[src/rtl/pomodoro_pkg.sv]
// Shared constants, button indices and helper functions for the pomodoro controller.
package pomodoro_pkg;

   localparam logic [6:0] SEG_0 = 7'b1000000;
   localparam logic [6:0] SEG_1 = 7'b1111001;
   localparam logic [6:0] SEG_2 = 7'b0100100;
   localparam logic [6:0] SEG_3 = 7'b0110000;
   localparam logic [6:0] SEG_4 = 7'b0011001;
   localparam logic [6:0] SEG_5 = 7'b0010010;
   localparam logic [6:0] SEG_6 = 7'b0000010;
   localparam logic [6:0] SEG_7 = 7'b1111000;
   localparam logic [6:0] SEG_8 = 7'b0000000;
   localparam logic [6:0] SEG_9 = 7'b0010000;
   localparam logic [6:0] SEG_BLANK = 7'b1111111;

   localparam int MAX_MIN_DEFAULT = 99;

   typedef enum logic [1:0] {
      INC5 = 2'd0,
      DEC5 = 2'd1,
      INC1 = 2'd2,
      DEC1 = 2'd3
   } btn_e;

   function automatic logic [6:0] bcd_to_seg(input logic [3:0] digit);
      logic [6:0] seg;
      case (digit)
         4'd0:    seg = SEG_0;
         4'd1:    seg = SEG_1;
         4'd2:    seg = SEG_2;
         4'd3:    seg = SEG_3;
         4'd4:    seg = SEG_4;
         4'd5:    seg = SEG_5;
         4'd6:    seg = SEG_6;
         4'd7:    seg = SEG_7;
         4'd8:    seg = SEG_8;
         4'd9:    seg = SEG_9;
         default: seg = SEG_BLANK;
      endcase
      return seg;
   endfunction

   function automatic logic is_onehot4(input logic [3:0] v);
      return (v != 4'd0) && ((v & (v - 4'd1)) == 4'd0);
   endfunction

endpackage

[src/rtl/pomodoro_tick.sv]
// Free-running 1 s tick: one-clk pulse every CLK_HZ cycles, registered.
module pomodoro_tick #(
   parameter int CLK_HZ = 50_000_000
) (
   input  logic clk,
   input  logic rst,
   output logic tick
);

   localparam int CW = (CLK_HZ > 2) ? $clog2(CLK_HZ) : 1;
   localparam logic [CW-1:0] CNT_LAST = CW'(CLK_HZ - 1);
   localparam logic [CW-1:0] CNT_PRE  = CW'(CLK_HZ - 2);

   logic [CW-1:0] cnt_r;

   // Counter wraps at CLK_HZ-1; the pulse is registered one count early so it lines up with the wrap
   always_ff @(posedge clk or posedge rst) begin
      if (rst) begin
         cnt_r <= {CW{1'b0}};
         tick  <= 1'b0;
      end else begin
         if (cnt_r == CNT_LAST) begin
            cnt_r <= {CW{1'b0}};
         end else begin
            cnt_r <= cnt_r + CW'(1);
         end
         tick <= (cnt_r == CNT_PRE);
      end
   end

endmodule

[src/rtl/pomodoro_ctrl.sv]
// Pomodoro MM:SS countdown with tick-sampled button debounce, minute adjust and 7-seg decode.
module pomodoro_ctrl
   import pomodoro_pkg::*;
#(
   parameter int CLK_HZ  = 50_000_000,
   parameter int MAX_MIN = MAX_MIN_DEFAULT
) (
   input  logic       clk,
   input  logic       rst,
   input  logic       swPlayPause,
   input  logic       bIncrementa5,
   input  logic       bDecrementa5,
   input  logic       bIncrementa1,
   input  logic       bDecrementa1,
   output logic       timedClk,
   output logic       e1,
   output logic       e2,
   output logic       e3,
   output logic       e4,
   output logic [6:0] displayUnidadeSegundos,
   output logic [6:0] displayDezenaSegundos,
   output logic [6:0] displayUnidadeMinutos,
   output logic [6:0] displayDezenaMinuto
);

   logic       tick;
   logic [3:0] btn_s;
   logic [3:0] sync1_r;
   logic [3:0] sync2_r;
   logic [3:0] hist0_r;
   logic [3:0] hist1_r;
   logic [3:0] armed_r;
   logic [3:0] qual_s;
   logic [3:0] accept_s;
   logic [3:0] flag_r;
   logic       play_prev_r;
   logic [6:0] min_r;
   logic [6:0] min_nxt_s;
   logic [5:0] sec_r;
   logic [5:0] sec_nxt_s;

   function automatic logic [6:0] add_min(input logic [6:0] m, input logic [6:0] k);
      logic [7:0] sum;
      sum = {1'b0, m} + {1'b0, k};
      if (sum > 8'(MAX_MIN)) begin
         return 7'(MAX_MIN);
      end else begin
         return sum[6:0];
      end
   endfunction

   pomodoro_tick #(.CLK_HZ(CLK_HZ)) u_tick (
      .clk  (clk),
      .rst  (rst),
      .tick (tick)
   );

   assign timedClk = tick;

   // Gather buttons into a vector indexed by button kind
   always_comb begin
      btn_s       = 4'd0;
      btn_s[INC5] = bIncrementa5;
      btn_s[DEC5] = bDecrementa5;
      btn_s[INC1] = bIncrementa1;
      btn_s[DEC1] = bDecrementa1;
   end

   // armed blocks a button held through reset until a real low sample is seen
   assign qual_s = sync2_r & hist0_r & ~hist1_r & armed_r;

   // Only a single qualifying button, in set mode, on a tick is applied
   always_comb begin
      if (tick && !swPlayPause && is_onehot4(qual_s)) begin
         accept_s = qual_s;
      end else begin
         accept_s = 4'd0;
      end
   end

   // Next-time computation: countdown in run mode, minute adjust in set mode
   always_comb begin
      min_nxt_s = min_r;
      sec_nxt_s = sec_r;
      if (tick && swPlayPause) begin
         if (sec_r != 6'd0) begin
            sec_nxt_s = sec_r - 6'd1;
         end else if (min_r != 7'd0) begin
            min_nxt_s = min_r - 7'd1;
            sec_nxt_s = 6'd59;
         end else begin
            min_nxt_s = 7'd0;
            sec_nxt_s = 6'd0;
         end
      end else if (accept_s[INC5]) begin
         min_nxt_s = add_min(min_r, 7'd5);
      end else if (accept_s[INC1]) begin
         min_nxt_s = add_min(min_r, 7'd1);
      end else if (accept_s[DEC5]) begin
         if (min_r >= 7'd5) begin
            min_nxt_s = min_r - 7'd5;
         end else begin
            min_nxt_s = 7'd0;
            sec_nxt_s = 6'd0;
         end
      end else if (accept_s[DEC1]) begin
         if (min_r >= 7'd1) begin
            min_nxt_s = min_r - 7'd1;
         end else begin
            min_nxt_s = 7'd0;
            sec_nxt_s = 6'd0;
         end
      end else begin
         min_nxt_s = min_r;
         sec_nxt_s = sec_r;
      end
   end

   // Button synchronizers and per-tick sample history
   always_ff @(posedge clk or posedge rst) begin
      if (rst) begin
         sync1_r <= 4'd0;
         sync2_r <= 4'd0;
         hist0_r <= 4'd0;
         hist1_r <= 4'd0;
         armed_r <= 4'd0;
      end else begin
         sync1_r <= btn_s;
         sync2_r <= sync1_r;
         if (tick) begin
            hist0_r <= sync2_r;
            hist1_r <= hist0_r;
            armed_r <= armed_r | ~sync2_r;
         end
      end
   end

   // Time register and acknowledge flags; flags clear on entry to run mode
   always_ff @(posedge clk or posedge rst) begin
      if (rst) begin
         min_r       <= 7'd0;
         sec_r       <= 6'd0;
         flag_r      <= 4'd0;
         play_prev_r <= 1'b0;
      end else begin
         min_r       <= min_nxt_s;
         sec_r       <= sec_nxt_s;
         play_prev_r <= swPlayPause;
         if (swPlayPause && !play_prev_r) begin
            flag_r <= 4'd0;
         end else begin
            flag_r <= flag_r | accept_s;
         end
      end
   end

   assign e1 = flag_r[INC5];
   assign e2 = flag_r[DEC5];
   assign e3 = flag_r[INC1];
   assign e4 = flag_r[DEC1];

   // BCD split of the time register straight into the segment decoders
   always_comb begin
      displayDezenaMinuto    = bcd_to_seg(4'(min_r / 7'd10));
      displayUnidadeMinutos  = bcd_to_seg(4'(min_r % 7'd10));
      displayDezenaSegundos  = bcd_to_seg(4'(sec_r / 6'd10));
      displayUnidadeSegundos = bcd_to_seg(4'(sec_r % 6'd10));
   end

endmodule

[config.mk]
export PLATFORM = sky130hd
export DESIGN_NAME = pomodoro_ctrl
export DESIGN_NICKNAME = d
export VERILOG_FILES = /design/src/rtl/pomodoro_pkg.sv /design/src/rtl/pomodoro_tick.sv /design/src/rtl/pomodoro_ctrl.sv
export SDC_FILE = /design/constraint.sdc
export NUM_CORES = 1
export LEC_CHECK = 0
export CELL_PAD_IN_SITES_DETAIL_PLACEMENT = 0
export CELL_PAD_IN_SITES_GLOBAL_PLACEMENT = 1
export CORE_MARGIN = 4
export CORE_UTILIZATION = 41
export DETAILED_ROUTE_END_ITERATION = 12
export GPL_ROUTABILITY_DRIVEN = 0
export PLACE_DENSITY_LB_ADDON = 0.12
export RECOVER_POWER = 50
export SLEW_MARGIN = 20
export SYNTH_ARGS = -nofsm -noshare
export SYNTH_HDL_FRONTEND = slang
export SYNTH_HIERARCHICAL = 1
export SYNTH_SLANG_ARGS = --single-unit
[constraint.sdc]
create_clock -name clk -period 4.5 [get_ports clk]
set_input_delay 1.125 -clock clk [delete_from_list [all_inputs] [get_ports clk]]
set_output_delay 1.125 -clock clk [all_outputs]
set_load 0.01 [all_outputs]
After elaboration in Yosys (flattened, before gate mapping)
Memories as Yosys holds them, arrays and structs flattened. Cells that the tools add are included.

Add/subtract/negate cells: 7. Div/mod/pow operators: 4. Magnitude comparators: 4. Equality and inequality tests: 7. Multiplexer cells: 23. Bitwise logic cells: 8. Reduce and logical (&&, ||, !) cells: 15.

Operators with widths (number): $mux 7 (11); $mux 6 (9); $eq 26x26->1 const B (2); $add 26x1->26 const B (1); $mux 26 (1); $and 4x4->4 (4); $gt 8x7->1 const B (2); $add 7x1->8 const B (1); $add 7x3->8 const B (1); $mux 4 (2); $not 4->4 (2); $or 4x4->4 (2); $div 7x4->7 const B (1); $ge 7x1->1 const B (1); $ge 7x3->1 const B (1); $mod 7x4->7 const B (1); $reduce_bool 7->1 (1); $sub 7x1->7 const B (1); $sub 7x3->7 const B (1); $div 6x4->6 const B (1); $mod 6x4->6 const B (1); $ne 3x3->1 const B (2); $reduce_bool 6->1 (1); $sub 6x1->6 const B (1); other kinds (11) (17).

Register bits after elaboration: 65. Memory bits (read-only): 448. Input bits: 7. Output and inout port bits: 33. Memories: 4.

Memories: (no name shown) (depth 16, width 7, rd ports 1, clocked after memory_dff 0, wr ports 0, line pomodoro_pkg.sv:27) `case (digit)`; (no name shown) (depth 16, width 7, rd ports 1, clocked after memory_dff 0, wr ports 0, line pomodoro_pkg.sv:27); (no name shown) (depth 16, width 7, rd ports 1, clocked after memory_dff 0, wr ports 0, line pomodoro_pkg.sv:27); (no name shown) (depth 16, width 7, rd ports 1, clocked after memory_dff 0, wr ports 0, line pomodoro_pkg.sv:27).

Logic depth before layout (Yosys ltp)
Gate-level depths: netlist of run 1.

Depth after elaboration: 14. Gate-level depth with buffers: 19.

Hierarchy
Netlist of run 1, hierarchy kept.

Modules (own cells, without submodules): pomodoro_ctrl (instances 1, cells an instance 513, area each 4101.4 µm², sequential area each 950.9 µm²); pomodoro_tick (instances 1, cells an instance 143, area each 1431.4 µm², sequential area each 675.6 µm²).

Least setup slack after synthesis of run 1
OpenSTA, ideal clock, no wires.

Kind: reg2out. Start: reg min_r[4]. End: out displayUnidadeMinutos[0]. Data arrival time: 3.548 ns. Data required time: 3.375 ns. Slack: -0.173 ns. Stages on the path, launching flop included: 17. Cells stage by stage: dfrtp_1 > buf_6 > buf_8 > buf_4 > clkbuf_1 > nor2_1 > ha_1 > nor2b_1 > and3_2 > o21a_1 > nor3b_1 > ha_1 > a21o_1 > a31oi_1 > a31oi_1 > nand2b_2 > a2bb2oi_1.

Longest elaborated chain between the ends: 2.

RTL lines: start: declaration (line pomodoro_ctrl.sv:37) `logic [6:0] min_r;`; start signal: assignment (line pomodoro_ctrl.sv:146) `min_r <= min_nxt_s;`; $mod 7x4->7 (line pomodoro_ctrl.sv:165) `displayUnidadeMinutos = bcd_to_seg(4'(min_r % 7'd10));`; $mem_v2 16x7; end: declaration (line pomodoro_ctrl.sv:22) `output logic [6:0] displayUnidadeMinutos,`.

Every way passes these cells.

Final worst setup path of run 1
Start: reg min_r[4]. End: out displayUnidadeMinutos[3].

The elaborated chain is that of the path after synthesis.

==> results of run 1 <==
==> sequential cells by signal, summed over array words and instances, names as in the netlist <==
signal,flops
hist1_r,4
min_r,7
sync1_r,4
sec_r,6
play_prev_r,1
flag_r,4
sync2_r,4
hist0_r,4
u_tick/tick,1
armed_r,4
u_tick/cnt_r,26
==> synth_stat cells (4+ instances only) <==
cell                        count  area share [%]
sky130_fd_sc_hd__ha_1          36             8.1
sky130_fd_sc_hd__nand4_1       11             1.2
sky130_fd_sc_hd__nand2_1       55             3.7
sky130_fd_sc_hd__and2_1         7            0.79
sky130_fd_sc_hd__o21a_1        10             1.4
sky130_fd_sc_hd__nand3_1       24             2.2
sky130_fd_sc_hd__clkbuf_1      16             1.1
sky130_fd_sc_hd__nand2b_1      11             1.2
sky130_fd_sc_hd__nand4b_1       7             1.1
sky130_fd_sc_hd__a211oi_1       8             1.1
sky130_fd_sc_hd__nor4_1         8            0.90
sky130_fd_sc_hd__buf_2         11            0.99
sky130_fd_sc_hd__xnor2_1       18             2.8
sky130_fd_sc_hd__a21o_1        10             1.4
sky130_fd_sc_hd__nor3_1        13             1.2
sky130_fd_sc_hd__nor2b_1       12             1.4
sky130_fd_sc_hd__a2bb2oi_1      7             1.1
sky130_fd_sc_hd__inv_1         28             1.9
sky130_fd_sc_hd__o21ai_1        5            0.45
sky130_fd_sc_hd__a21oi_1       47             4.3
sky130_fd_sc_hd__nor2_1        48             3.3
sky130_fd_sc_hd__xor2_1        11             1.7
sky130_fd_sc_hd__a31o_2         4            0.63
sky130_fd_sc_hd__mux2i_1        9             1.6
sky130_fd_sc_hd__and3_1         8            0.90
sky130_fd_sc_hd__a31oi_1        8            0.90
sky130_fd_sc_hd__o21ai_0       40             3.6
sky130_fd_sc_hd__mux2_2        10             2.0
sky130_fd_sc_hd__and4_1         4            0.63
sky130_fd_sc_hd__o31ai_1        4            0.54
sky130_fd_sc_hd__buf_4          5            0.68
sky130_fd_sc_hd__or2_2          4            0.45
sky130_fd_sc_hd__nor3b_1        6            0.81
sky130_fd_sc_hd__or3_1         10             1.1
sky130_fd_sc_hd__o221ai_1       4            0.63
sky130_fd_sc_hd__o211ai_1       5            0.68
sky130_fd_sc_hd__dfrtp_1       65              29
==> metrics by stage <==
| stage | std cells | util (%) | setup TNS (ns) | hold WS (ns) | total power [mW] |
|---|---|---|---|---|---|
| after floorplan | 656 | - | 0 | 0.3312 | 0.6112 |
| after global placement | 860 | 46.66 | 0 | 0.3321 | 0.6225 |
| after detailed placement | 860 | 46.66 | 0 | 0.3347 | 0.6233 |
| after CTS | 891 | 50.75 | -0.02158 | 0.3481 | 1.421 |
| after global routing | 900 | 51.62 | -0.2111 | 0.3561 | 1.450 |
| final | 900 | 51.62 | -0.001977 | 0.3470 | 1.399 |
==> worst max-delay path by stage <==
stage                     cells after the start                        to  slack, ns            startpoint
after global placement                       14  displayUnidadeMinutos[5]       0.07  min_r[4]$_DFFE_PP0P_
after detailed placement                     14  displayUnidadeMinutos[5]       0.03  min_r[4]$_DFFE_PP0P_
after floorplan                              16  displayUnidadeMinutos[0]       0.01  min_r[4]$_DFFE_PP0P_
after CTS                                    16  displayUnidadeMinutos[3]      -0.02  min_r[4]$_DFFE_PP0P_
after global routing                         17  displayUnidadeMinutos[3]      -0.15  min_r[4]$_DFFE_PP0P_
final                                        17  displayUnidadeMinutos[3]     -0.002  min_r[4]$_DFFE_PP0P_
==> routing by layer <==
layer	track usage (%)	vias up	routed length (µm)
met4	5.749	0	260
li1	-	2528	-
met5	0	-	0
met2	32.47	107	7141
met3	3.588	21	663
met1	26.43	2532	6642
==> logic make-up (layout without fill, tap and decap cells) <==
logic type	count (synthesis)	in the layout	share of synthesized area [%]
XOR/XNOR	30	30	5.088
AND/OR/NAND/NOR	250	250	24.92
buffers and inverters	67	135	5.744
AO/OA/AOI/OAI	188	188	22.86
adder cells (fa/ha/maj)	37	37	8.322
multiplexers	19	19	3.664
flip-flops	65	65	29.40
==> worst reg2reg max path, stage by stage, from the launching register on <==
cell and delay [ns]:
sky130_fd_sc_hd__dfrtp_1 0.65, sky130_fd_sc_hd__ha_1 0.48, sky130_fd_sc_hd__a21boi_0 0.36, sky130_fd_sc_hd__a21oi_1 0.15, sky130_fd_sc_hd__a2bb2oi_1 0.14, sky130_fd_sc_hd__a21oi_1 0.22
sky130_fd_sc_hd__o21ai_1 0.16, sky130_fd_sc_hd__or3_1 0.34, sky130_fd_sc_hd__a41oi_1 0.22, sky130_fd_sc_hd__mux2i_1 0.09
==> where the power goes <==
| part | switching (mW) | total (mW) | internal [mW] |
|---|---|---|---|
| registers | 0.00225 | 0.591 | 0.589 |
| clock network | 0.281 | 0.789 | 0.508 |
| logic | 0.0144 | 0.0191 | 0.00468 |
==> what timing repair did <==
item	4_1_cts	5_1_grt
setup buffers	15	9
endpoints found under the setup margin	23	22
pin swaps	9	10
gates resized for setup	49	34
hold endpoints to repair	0	0
==> layout make-up <==
cell class / count / area share (%)
sequential: 65 / 23.83
clock inverter: 6 / 1.428
inverter: 30 / 1.647
timing repair buffer: 89 / 11.40
clock buffer: 10 / 3.496
tap: 176 / 3.222
multi-input combinational: 524 / 54.97
==> out/qor.txt, run 1 <==
==================================================================================
Critical path arrival ...............................................      3.38 ns
Setup slack of the worst register-to-register path ..................      1.56 ns
Clock tree from TritonCTS ...........................................         done
CP Buf/Inv Count ....................................................            7
Gr usage total ......................................................       19.70%
Register area .......................................................     1629 µm²
Total of fill cells in the finished design ..........................        1,280
Family of cells with the greatest summed delay on the critical path . buffers and inverters
Insertion delay of the later-clocked pin in the worst-skew pair .....      0.34 ns
Start of the worst register-to-register path ........................ min_r[1]$_DFFE_PP0P_
Synth Net Count .....................................................          699
Critical path cell sequence ......................................... nor2_4 > ha_4 > buf_6 > a32o_2 > a222oi_1 > buf_4 > o41ai_2 > and2b_4 > xnor2_4 > inv_2 > ha_4 > mux2i_2 > buf_4 > buf_6 > buf_6 > a2bb2oi_2 > buf_2
Sequential share of the synthesized area ............................       29.40%
Clock H-tree levels .................................................            3
Pre-antenna DRT Iters ...............................................            5
Worst slew margin relative to its limit .............................      -43.09%
Placement Cell Area .................................................     6180 µm²
Type of the worst setup path ........................................   reg -> out
CTS root buffer ..................................................... sky130_fd_sc_hd__clkbuf_16
Period Utilization, post-route ......................................       100.0%
Slowest cell on crit path ........................................... sky130_fd_sc_hd__dfrtp_2
Yosys reg bits ......................................................           65
Power Dens Cells .................................................... 204.7 nW/µm²
Leakage component of the power ......................................     3.092 nW
Worst-Margin Slew ...................................................     2.146 ns
Vias per cell .......................................................        5.764
Worst Path Required .................................................      3.38 ns
Leading cell type in the layout, fill and taps excluded ............. sky130_fd_sc_hd__dfrtp_1
Post-synthesis async set-or-reset flop share ........................       100.0%
Tightest Hold Check Type ............................................   reg -> reg
Footprint of the multi-input gates ..................................     3757 µm²
Startpoint type of the worst setup path .............................    flip-flop
Start point of the worst min-delay path ............................. sync1_r[1]$_DFF_PP0_
Type of destination of the critical path ............................ primary output
Number of max-slew violations in the final report ...................           39
Initial detailed-routing violation count ............................          418
Number of cells traversed by the worst hold path ....................            0
Highest net fanout along the worst path .............................            7
Yosys warning total .................................................            6
Final cell area excluding filler cells ..............................     6835 µm²
Routed WL ...........................................................    14,710 µm
Number of failing hold endpoints at the final stage .................            0
Distinct cell type count after synthesis ............................           83
Post-detailed-route wirelength per cell .............................     16.34 µm
X dimension of the die ..............................................     124.2 µm
Mapped cell area ....................................................     5533 µm²
Number of top-level pins ............................................           40
Count of buffers inserted at the top-level ports ....................           39
Endpoint of the worst-slack reg-to-reg timing path .................. min_r[1]$_DFFE_PP0P_
Unrepaired setup endpoints after global routing .....................          yes
Reg2reg path depth ..................................................            9
Initial standard-cell utilization of the core .......................       41.78%
Antenna diodes ......................................................            0
Placement-stage worst setup slack ...................................   0.02610 ns
Top library cells by usage in the layout, fill and taps aside ....... 63 x sky130_fd_sc_hd__dfrtp_1, 55 x sky130_fd_sc_hd__nand2_1, 47 x sky130_fd_sc_hd__nor2_1
Clock-pin transition on the worst setup and hold timing paths .......      0.06 ns
Violated checks ..................................................... capacitance limit, slew limit, setup timing
Count of flip-flops with a built-in enable after synthesis ..........            0
Count of final setup violators ......................................            1
Final critical path time including I/O delays and setup .............     4.502 ns
Detailed-route via count ............................................        5,188
Final worst setup slack ............................................. -0.001977 ns
Proportion of layout cells with a drive suffix above 1 ..............       19.89%
Clock tree sinks ....................................................           65
Global-route wire length before repair ..............................    24,420 µm
Site Rows ...........................................................           42
Initial antenna violation count .....................................            0
TritonCTS buffer count ..............................................            9
Max rail drop VDD ...................................................     217.0 µV
Most frequent CP cell ............................................... sky130_fd_sc_hd__buf_6
Delay of the slowest cell on the worst path .........................      0.44 ns
Antenna violation net count after detailed routing ..................            0
Post-detail-place hpwl ..............................................    10,250 µm
Clk buf depth .......................................................            2
Cell count after synthesis ..........................................          656
Fin nets ............................................................          762
Worst-case hold path end point ...................................... sync2_r[1]$_DFF_PP0_
Via count of the first global-routing pass ..........................        4,936
Status .............................................................. finished with violations
Grt ovf .............................................................            0
Area growth, synth to finish ........................................       23.54%
Count of hold buffers inserted by post-cts repair ...................            0
Total die area ......................................................   15,420 µm²
Standard cell core area .............................................   13,240 µm²
Count of unresolved DRC violations after routing ....................            0
Maximum clock frequency .............................................    222.1 MHz
Avg Inst Size Synth .................................................    8.434 µm²
Count of maximum capacitance violations .............................            1
Worst-case clock skew ...............................................  0.009341 ns
Most common flop cell mapped by yosys ............................... sky130_fd_sc_hd__dfrtp_1
Pin count of the biggest net entering global routing ................           39
Die height ..........................................................     124.2 µm
==================================================================================
Note: power is estimated with default switching activity, not from simulation.
==> run 2, diff against run 1 <==
--- a/config.mk
+++ b/config.mk
@@ -8,7 +8,7 @@
 export CELL_PAD_IN_SITES_DETAIL_PLACEMENT = 0
 export CELL_PAD_IN_SITES_GLOBAL_PLACEMENT = 1
 export CORE_MARGIN = 4
-export CORE_UTILIZATION = 41
+export CORE_UTILIZATION = 49
 export DETAILED_ROUTE_END_ITERATION = 12
 export GPL_ROUTABILITY_DRIVEN = 0
 export PLACE_DENSITY_LB_ADDON = 0.12
==> constraint.sdc (replaced) <==
create_clock -name clk -period 5.5 [get_ports clk]
set_input_delay 1.375 -clock clk [delete_from_list [all_inputs] [get_ports clk]]
set_output_delay 1.375 -clock clk [all_outputs]
set_load 0.01 [all_outputs]
==> run 2 against run 1 <==
  * The flow finishes with violations (capacitance limit, slew limit)
  * Largest power group unchanged
  * Sequential share of layout area grew 2.0 points
  * Routed wire length down 11%
  * Clock power fell by 27%
  * Clock skew fell by 0.0043 ns
==> out/qor.txt, run 2 (synthesized netlist as in run 1, its figures left out) <==
==================================================================================
Antenna violation net count after detailed routing ..................            0
Final worst setup slack .............................................    0.2241 ns
Unrepaired setup endpoints after global routing .....................           no
Slowest cell on crit path ........................................... sky130_fd_sc_hd__a222oi_1
Count of non-filler cells in the finished layout ....................          825
Count of final setup violators ......................................            0
Worst slew margin relative to its limit .............................      -36.46%
Highest net fanout along the worst path .............................           23
Clock H-tree levels .................................................            3
Pre-antenna DRT Iters ...............................................            5
Violated checks ..................................................... capacitance limit, slew limit
Placement-stage worst setup slack ...................................    0.5000 ns
Top library cells by usage in the layout, fill and taps aside ....... 64 x sky130_fd_sc_hd__dfrtp_1, 55 x sky130_fd_sc_hd__nand2_1, 48 x sky130_fd_sc_hd__nor2_1
Count of buffers inserted at the top-level ports ....................           39
Worst-Margin Slew ...................................................     2.047 ns
Initial antenna violation count .....................................            0
Status .............................................................. finished with violations
Number of top-level pins ............................................           40
Setup slack of the worst register-to-register path ..................      2.57 ns
Die height ..........................................................     114.3 µm
Initial standard-cell utilization of the core .......................       50.59%
Antenna diodes ......................................................            0
CP Buf/Inv Count ....................................................            3
Final cell area excluding filler cells ..............................     6296 µm²
TritonCTS buffer count ..............................................            9
Tightest Hold Check Type ............................................   reg -> reg
Fin nets ............................................................          723
Leading cell type in the layout, fill and taps excluded ............. sky130_fd_sc_hd__dfrtp_1
Max rail drop VDD ...................................................     212.8 µV
Post-Route Setup TNS ................................................         0 ns
Leakage component of the power ......................................     2.707 nW
Pin count of the biggest net entering global routing ................           39
Clock tree from TritonCTS ...........................................         done
Largest registers ranked by flip-flop count ......................... u_tick/cnt_r (26), min_r (7), sec_r (6)
Worst-case clock skew ...............................................  0.005029 ns
Global-route wire length before repair ..............................    22,760 µm
Critical path cell sequence ......................................... buf_4 > nor2_1 > a32o_1 > a222oi_1 > o41ai_2 > and2b_4 > xnor2_4 > buf_4 > ha_1 > a2bb2oi_1 > clkdlybuf4s50_1
Family of cells with the greatest summed delay on the critical path . compound AO/OA/AOI/OAI gates
Detailed-route via count ............................................        4,961
Footprint of the multi-input gates ..................................     3605 µm²
Total die area ......................................................   13,060 µm²
Count of maximum capacitance violations .............................            1
Clock-pin transition on the worst setup and hold timing paths .......      0.06 ns
Clock tree sinks ....................................................           65
Period Utilization, post-route ......................................       95.93%
Overall power of the completed layout ...............................     1.074 mW
Via count of the first global-routing pass ..........................        4,791
Site Rows ...........................................................           38
Count of unresolved DRC violations after routing ....................            0
Register with the highest flop count ................................ u_tick/cnt_r
Routed WL ...........................................................    13,160 µm
Number of placed instances, taps included ...........................          808
Worst Path Required .................................................      4.12 ns
Clk buf depth .......................................................            2
Maximum clock frequency .............................................    189.5 MHz
CTS root buffer ..................................................... sky130_fd_sc_hd__clkbuf_16
Proportion of layout cells with a drive suffix above 1 ..............       10.07%
Initial detailed-routing violation count ............................          402
Insertion delay of the later-clocked pin in the worst-skew pair .....      0.34 ns
X dimension of the die ..............................................     114.3 µm
Type of the worst setup path ........................................   reg -> out
Post-detailed-route wirelength per cell .............................     15.95 µm
Total of fill cells in the finished design ..........................        1,008
Largest register FFs ................................................           26
Critical path arrival ...............................................      3.90 ns
Register area .......................................................     1628 µm²
Gr usage total ......................................................       21.06%
Final core utilization ..............................................       57.57%
Power Dens Cells .................................................... 170.6 nW/µm²
Startpoint type of the worst setup path .............................    flip-flop
Number of failing hold endpoints at the final stage .................            0
Vias per cell .......................................................        6.013
Type of destination of the critical path ............................ primary output
Post-detail-place hpwl ..............................................      9516 µm
Placement Cell Area .................................................     5968 µm²
Grt ovf .............................................................            0
Final critical path time including I/O delays and setup .............     5.276 ns
Number of max-slew violations in the final report ...................           39
Min Hold Slack ......................................................    0.3485 ns
Standard cell core area .............................................   10,940 µm²
Count of hold buffers inserted by post-cts repair ...................            0
Area growth, synth to finish ........................................       13.79%
Most frequent CP cell ............................................... sky130_fd_sc_hd__buf_4
Delay of the slowest cell on the worst path .........................      0.58 ns
==================================================================================
==> run 2: cell count changes in the layout (fill, tap and decap cells not counted), moves of 5 or more <==
cell and delta:
sky130_fd_sc_hd__buf_4 -29, sky130_fd_sc_hd__buf_6 -7, sky130_fd_sc_hd__clkdlybuf4s50_1 +19, sky130_fd_sc_hd__dlygate4sd2_1 -6, sky130_fd_sc_hd__dlymetal6s2s_1 -5, sky130_fd_sc_hd__ha_1 +6
sky130_fd_sc_hd__inv_1 +5, sky130_fd_sc_hd__inv_2 -5
==> run 2: report_power, final <==
group	internal [mW]	leakage [nW]	switching (mW)
Clock	0.354	0.139	0.221
Sequential	0.482	0.861	0.00180
Combinational	0.00381	1.71	0.0115
==> run 2: final cells by class <==
cell class / count / share of cell area, %
sequential: 65 / 25.85
multi-input combinational: 524 / 57.25
clock inverter: 7 / 1.252
inverter: 30 / 1.828
timing repair buffer: 50 / 7.452
tap: 140 / 2.782
clock buffer: 9 / 3.577
==> run 2: metal layers <==
| layer | GRT usage (%) | up-vias | share of wire (%) |
|---|---|---|---|
| li1 | - | 2463 | - |
| met1 | 29.13 | 2359 | 47 |
| met2 | 34.35 | 118 | 47 |
| met3 | 2.854 | 21 | 4.3 |
| met4 | 6.492 | 0 | 1.7 |
| met5 | 0 | - | 0 |
==> run 2: repair_timing <==
item	CTS	global route
endpoints found under the setup margin	0	13
resized for setup	0	8
buffers inserted	0	1
hold endpoints to repair	0	0
==> run 2: worst reg2reg max path: cells and delay by family, from the launching register on <==
family	cells	cell delay, ns
adders and majority gates	1	0.25
AOI/OAI and AO/OA	4	1.23
and+or+nand+nor	3	0.39
buffers and inverters	1	0.24
DFF	1	0.68
==> run 2: path summary, 6_finish.rpt <==
check | to | cells after the start | startpoint
setup / recovery | displayUnidadeMinutos[3] | 11 | min_r[6]$_DFFE_PP0P_
hold / removal | sync2_r[0]$_DFF_PP0_ | 0 | sync1_r[0]$_DFF_PP0_
setup reg to reg | sec_r[4]$_DFFE_PP0P_ | 9 | min_r[1]$_DFFE_PP0P_
hold reg to reg | sync2_r[0]$_DFF_PP0_ | 0 | sync1_r[0]$_DFF_PP0_
max in group asynchronous | sec_r[3]$_DFFE_PP0P_ | 3 | rst
min in group asynchronous | u_tick/cnt_r[23]$_DFF_PP0_ | 2 | rst
